$ cat src/rtl/ysyx_23060072_pipe_ctrl_pkg.sv
// Shared definitions for the pipeline hazard controller: stage indices and counter helpers.
package ysyx_23060072_pipe_ctrl_pkg;

    typedef enum int unsigned {
        StIf,
        StId,
        StEx,
        StLsu,
        StWb,
        StNum
    } stage_e;

    localparam int unsigned CNT_W = 32;

    typedef logic [CNT_W-1:0] cnt_t;

    // Saturating increment; sticks at all-ones instead of wrapping.
    function automatic cnt_t sat_inc(cnt_t v, logic en);
        return (en && (v != '1)) ? v + cnt_t'(1) : v;
    endfunction

endpackage

$ cat src/rtl/ysyx_23060072_prio_arb.sv
// Fixed-priority arbiter: the lowest-index asserted request wins.
module ysyx_23060072_prio_arb #(
    parameter int unsigned N  = 2,
    localparam int unsigned IW = (N > 1) ? $clog2(N) : 1
) (
    input  logic [N-1:0]  req,
    output logic [IW-1:0] grant,
    output logic          valid
);

    always_comb begin
        grant = '0;
        valid = 1'b0;
        // Walk from the top so the lowest asserted index is written last.
        for (int i = N - 1; i >= 0; i--) begin
            if (req[i]) begin
                grant = IW'(i);
                valid = 1'b1;
            end
        end
    end

endmodule

$ cat src/rtl/ysyx_23060072_pipe_ctrl.sv
// Pipeline control: stall propagation, bubble insertion, redirect arbitration/issue,
// fetch squash window, hold timeout and stall/flush statistics.
module ysyx_23060072_pipe_ctrl
    import ysyx_23060072_pipe_ctrl_pkg::*;
#(
    parameter int unsigned NSTAGE    = int'(StNum),
    parameter int unsigned NRED      = 2,
    parameter int unsigned RED_STAGE = int'(StEx),
    parameter int unsigned XLEN      = 32,
    parameter int unsigned FLUSH_CYC = 1,
    parameter int unsigned TMO       = 1023
) (
    input  logic                 clk,
    input  logic                 rst,
    input  logic [NSTAGE-1:0]    hold_req_i,
    input  logic [NRED-1:0]      red_req_i,
    input  logic [NRED*XLEN-1:0] red_pc_i,
    output logic [NSTAGE-1:0]    hold_o,
    output logic [NSTAGE-1:0]    bubble_o,
    output logic [NSTAGE-1:0]    flush_o,
    output logic                 red_valid_o,
    output logic [XLEN-1:0]      red_pc_o,
    output logic                 tmo_o,
    output logic [31:0]          stall_cnt_o,
    output logic [31:0]          flush_cnt_o
);

    localparam int unsigned IW = (NRED > 1) ? $clog2(NRED) : 1;
    localparam int unsigned TW = $clog2(TMO + 1);

    logic            hold_acc;
    logic            red_any;
    logic [IW-1:0]   red_win;
    logic [XLEN-1:0] win_pc;
    logic            issue;
    logic            pend_load;

    logic            pend_q;
    logic [IW-1:0]   pend_src_q;
    logic [XLEN-1:0] pend_pc_q;
    logic [3:0]      fcnt_q;
    logic [TW-1:0]   hold_cnt_q;
    logic            tmo_q;
    cnt_t            stall_cnt_q;
    cnt_t            flush_cnt_q;

    ysyx_23060072_prio_arb #(
        .N(NRED)
    ) u_arb (
        .req  (red_req_i),
        .grant(red_win),
        .valid(red_any)
    );

    // A stall in any younger-or-equal stage index backs up everything upstream of it.
    always_comb begin
        hold_o   = '0;
        hold_acc = 1'b0;
        for (int k = NSTAGE - 1; k >= 0; k--) begin
            hold_acc  = hold_acc | hold_req_i[k];
            hold_o[k] = hold_acc & ~rst;
        end
    end

    always_comb begin
        bubble_o = '0;
        for (int k = 1; k < NSTAGE; k++) begin
            bubble_o[k] = hold_o[k-1] & ~hold_o[k];
        end
    end

    always_comb begin
        win_pc = '0;
        for (int i = 0; i < NRED; i++) begin
            if (red_win == IW'(i)) begin
                win_pc = red_pc_i[i*XLEN +: XLEN];
            end
        end
    end

    assign issue       = pend_q & ~hold_o[0] & ~rst;
    assign red_valid_o = issue;
    assign red_pc_o    = issue ? pend_pc_q : '0;

    // A departing redirect frees the slot, so a same-cycle request always lands.
    assign pend_load = red_any & (~pend_q | issue | (red_win <= pend_src_q));

    // Flush has priority over hold in the stage registers that consume both.
    always_comb begin
        flush_o = '0;
        for (int k = 0; k < NSTAGE; k++) begin
            flush_o[k] = ~rst & (((k < int'(RED_STAGE)) & red_any) |
                                 ((k == 0) & (issue | (fcnt_q != 4'd0))));
        end
    end

    always_ff @(posedge clk or posedge rst) begin
        if (rst) begin
            pend_q      <= 1'b0;
            pend_src_q  <= '0;
            pend_pc_q   <= '0;
            fcnt_q      <= 4'd0;
            hold_cnt_q  <= '0;
            tmo_q       <= 1'b0;
            stall_cnt_q <= '0;
            flush_cnt_q <= '0;
        end else begin
            if (pend_load) begin
                pend_q     <= 1'b1;
                pend_src_q <= red_win;
                pend_pc_q  <= win_pc;
            end else if (issue) begin
                pend_q <= 1'b0;
            end

            if (issue) begin
                fcnt_q <= 4'(FLUSH_CYC);
            end else if (fcnt_q != 4'd0) begin
                fcnt_q <= fcnt_q - 4'd1;
            end

            if (hold_o[0]) begin
                if (hold_cnt_q != TW'(TMO)) begin
                    hold_cnt_q <= hold_cnt_q + TW'(1);
                end
                if (hold_cnt_q == TW'(TMO - 1)) begin
                    tmo_q <= 1'b1;
                end
            end else begin
                hold_cnt_q <= '0;
            end

            stall_cnt_q <= sat_inc(stall_cnt_q, hold_o[0]);
            flush_cnt_q <= sat_inc(flush_cnt_q, issue);
        end
    end

    assign tmo_o       = tmo_q;
    assign stall_cnt_o = stall_cnt_q;
    assign flush_cnt_o = flush_cnt_q;

endmodule
$ cat config.mk
export PLATFORM = sky130hd
export DESIGN_NAME = ysyx_23060072_pipe_ctrl
export DESIGN_NICKNAME = d
export VERILOG_FILES = /design/src/rtl/ysyx_23060072_pipe_ctrl_pkg.sv /design/src/rtl/ysyx_23060072_prio_arb.sv /design/src/rtl/ysyx_23060072_pipe_ctrl.sv
export SDC_FILE = /design/constraint.sdc
export NUM_CORES = 1
export LEC_CHECK = 0
export BUFFER_PORTS_ARGS = -buffer_cell sky130_fd_sc_hd__buf_2
export CAP_MARGIN = 20
export CORE_ASPECT_RATIO = 1.2
export CORE_MARGIN = 2
export CORE_UTILIZATION = 55
export CTS_CLUSTER_DIAMETER = 40
export CTS_CLUSTER_SIZE = 24
export DETAILED_ROUTE_END_ITERATION = 10
export PLACE_DENSITY = 0.94
export SLEW_MARGIN = 5
export SYNTH_ARGS = -nofsm -noshare
export SYNTH_HDL_FRONTEND = slang
export SYNTH_SLANG_ARGS = --single-unit
export TNS_END_PERCENT = 20
$ cat constraint.sdc
create_clock -name clk -period 7.4 [get_ports clk]
set_input_delay 1.48 -clock clk [delete_from_list [all_inputs] [get_ports clk]]
set_output_delay 1.48 -clock clk [all_outputs]
set_load 0.005 [all_outputs]
==> flow_summary.json <==
{
  "vias": 4841,
  "fp.dieArea_um2": 10900,
  "multi_input_area_um2": 2590,
  "clk_pin_slew_ns": 0.05,
  "antenna_found_initial": 0,
  "synth-seq-cells": 113,
  "syn_to_final_growth_pct": 30.4,
  "fill_cells": 701,
  "numClockSinks": 113,
  "dp_hpwl_um": 9910,
  "setup_slack_ns": 2.91,
  "path_delay_family": "simple AND/OR/NAND/NOR gates",
  "p_per_area_nw_per_um2": 246,
  "worstSetupStartpointType": "input pin",
  "max_stage_delay_ns": 0.44,
  "grt_max_degree": 82,
  "finalSetupViolations": 0,
  "pin_count": 186,
  "timing.final.crit_share_pct": 60.6,
  "hp-start": "pend_pc_q[26]",
  "r2r-end": "stall_cnt_o[7]",
  "syn_inst": 553,
  "placementRows": 40,
  "period_needed_ns": 4.49,
  "cts_resized": 0,
  "cp_cell_sequence": "buf_2 > nor4_1 > nand3_1 > inv_2 > and2_1 > buf_2",
  "regArea_um2": 2830,
  "crit_slowest_cell": "inv_2",
  "cts_tree": "built",
  "cp_data_required_time_ns": 5.92,
  "cts-root-buf": "clkbuf_16",
  "worst_slew_margin_rel_pct": 49.8,
  "r2r-start": "stall_cnt_o[0]",
  "rsz0062_at_grt": "no",
  "critical_path_cell_count": 6,
  "drive_gt1_share_pct": 29.8,
  "cap_violations": 0,
  "r2r_cells": 7,
  "clk-insertion-delay-late_ns": 0.40,
  "hold_viol_final": 0,
  "place.gp.congestion": 0.824,
  "mappedNetlistArea_um2": 5550,
  "core_area_um2": 9910,
  "cts_buffer_depth": 2,
  "cts_buffers": 17,
  "holdBufCountCts": 0,
  "p_leak_nw": 3.74,
  "max_freq_ghz": 0.223,
  "path_class": "input pin to output pin",
  "drtAntennaViolNets": 0,
  "worst_slew_pin_slew_ns": 0.753,
  "min_delay_path_depth": 2,
  "grt_pass1_wl_um": 21500,
  "cp_max_fo": 37,
  "grt_pass1_vias": 4664,
  "post_drt_via_cell_ratio": 5.52,
  "wl_per_cell_um": 15.9,
  "wirelength_um": 14000,
  "io_buffers": 181,
  "report.final.slew_viol_count": 0,
  "start_util_pct": 56.0,
  "die_w_um": 95.7,
  "die_h_um": 114,
  "syn_area_per_cell_um2": 10.0,
  "status": "finished clean",
  "yosysWarnings": 0,
  "irDropWorstVdd_uv": 161,
  "path_common_cell": "buf_2",
  "antennaDiodeCount": 0,
  "cp.buffers_inverters": 3,
  "grt_overflow": 0,
  "drcViolationCount": 0,
  "grt_use_total_pct": 25.7,
  "endpoint_kind": "output pin",
  "fin_nets": 816,
  "post-cts-setup-buffers": 0,
  "first_iter_violations": 298,
  "min_to": "pend_pc_q[26]",
  "min_path_type": "flip-flop to flip-flop",
  "ff2ff_setup_slack_ns": 4.85,
  "ys_types": 44,
  "drt-pass1-iter-count": 4,
  "cts_max_level": 4,
  "setup_tns_ns": 0,
  "arrival_ns": 3.01,
  "synth-seq-area-share_pct": 50.9,
  "skew_ns": 0.00889,
  "dp_slack_ns": 2.94
}
## final cells by class
type / count / area share, %
flip-flops and latches: 113 / 39.0
multi-input cells: 405 / 35.8
repair buffers: 185 / 13.5
clock buffers: 22 / 6.41
clock inverters: 10 / 2.18
well taps: 126 / 2.18
inverters: 16 / 0.864
## cells in the final DEF, fill, tap and decap left out, drive strengths merged, types with 9 or more instances in the layout
cell type / instances
nor4: 10
mux2i: 34
xnor2: 37
nor2: 41
nand3: 22
buf: 185
and3: 11
dfrtp: 113
clkbuf: 22
o21ai: 36
inv: 16
nand2: 60
a21oi: 9
nor3: 14
and2: 32
xor2: 30
nand4: 24
## Yosys cell counts
master / n / area share (%)
dfrtp_1: 113 / 51
nand2_1: 60 / 4.1
nor2_1: 41 / 2.8
xnor2_1: 37 / 5.8
o21ai_0: 35 / 3.2
mux2i_1: 34 / 6.1
and2_1: 32 / 3.6
xor2_1: 30 / 4.7
nand4_1: 23 / 2.6
nand3_1: 21 / 1.9
clkbuf_1: 15 / 1.0
inv_1: 15 / 1.0
nor3_1: 14 / 1.3
and3_1: 11 / 1.2
a21oi_1: 9 / 0.81
nor4_1: 9 / 1.0
buf_4: 5 / 0.68
ha_1: 5 / 1.1
nand2b_1: 5 / 0.56
or3_1: 5 / 0.56
and4_1: 4 / 0.63
or4_1: 3 / 0.41
a21o_1: 2 / 0.27
nand3b_1: 2 / 0.27
nor2b_1: 2 / 0.23
nor3b_1: 2 / 0.27
nor4b_1: 2 / 0.32
a2111o_1: 1 / 0.20
a211oi_1: 1 / 0.14
a31oi_1: 1 / 0.11
a41o_1: 1 / 0.18
buf_1: 1 / 0.068
buf_2: 1 / 0.090
conb_1: 1 / 0.068
inv_2: 1 / 0.068
mux2_2: 1 / 0.20
nand3_2: 1 / 0.18
nand4_2: 1 / 0.23
nor2b_4: 1 / 0.25
nor4_2: 1 / 0.23
nor4bb_1: 1 / 0.18
o21ai_2: 1 / 0.16
or2_1: 1 / 0.11
or4b_1: 1 / 0.18
## cells by family (layout without fill, tap and decap cells)
family	Yosys count	after routing	share of synthesized area, %
simple gates	243	243	23.0
flops	113	113	50.9
xor+xnor	67	67	10.6
compound gates	51	51	5.02
buf+inv	38	233	2.93
mux	35	35	6.33
fa+ha+maj	5	5	1.13
other cells	1	4	0.0675
## through the flow
step	cell area [µm²]	total power [W]	hold slack, ns	util (%)	cells
after floorplan	5560	0.000846	0.442	-	556
after global placement	6550	0.000913	0.456	66.1	842
after detailed placement	6550	0.000933	0.465	66.1	842
after CTS	7180	0.00179	0.477	72.4	874
after global routing	7240	0.00186	0.504	73.1	877
final	7240	0.00178	0.474	73.1	877
## state kept, by name (all words and copies together) (netlist names)
register,cells
stall_cnt_o,32
tmo_o,1
pend_pc_q,32
flush_cnt_o,32
hold_cnt_q,10
pend_q,1
fcnt_q,4
pend_src_q,1
## per-layer routing
metal	vias to the layer above	global-route usage, %	wire length (µm)
met5	-	0	0
met4	0	11.7	288
met3	29	5.99	888
met2	215	44.9	7460
met1	2331	29.4	5350
li1	2266	-	-
## worst max path at each step
stage                        end  from
floorplan            bubble_o[1]   rst
global placement    red_pc_o[29]   rst
detailed placement   red_pc_o[4]   rst
CTS                  red_pc_o[4]   rst
global route         red_pc_o[4]   rst
finish               red_pc_o[4]   rst
## report_power, final
part / internal, W / switching (W) / leakage (nW)
Sequential: 0.000674 / 0.0000546 / 1.45
Clock: 0.000580 / 0.000276 / 0.308
Combinational: 0.0000957 / 0.000104 / 1.99
## tightest hold or removal path: cells and delay by family, from the launching register on
family          cells  cell delay [ns]
compound gates      1             0.06
flops               1             0.33
simple gates        1             0.04
No activity file was read; power rests on OpenSTA's default activity.
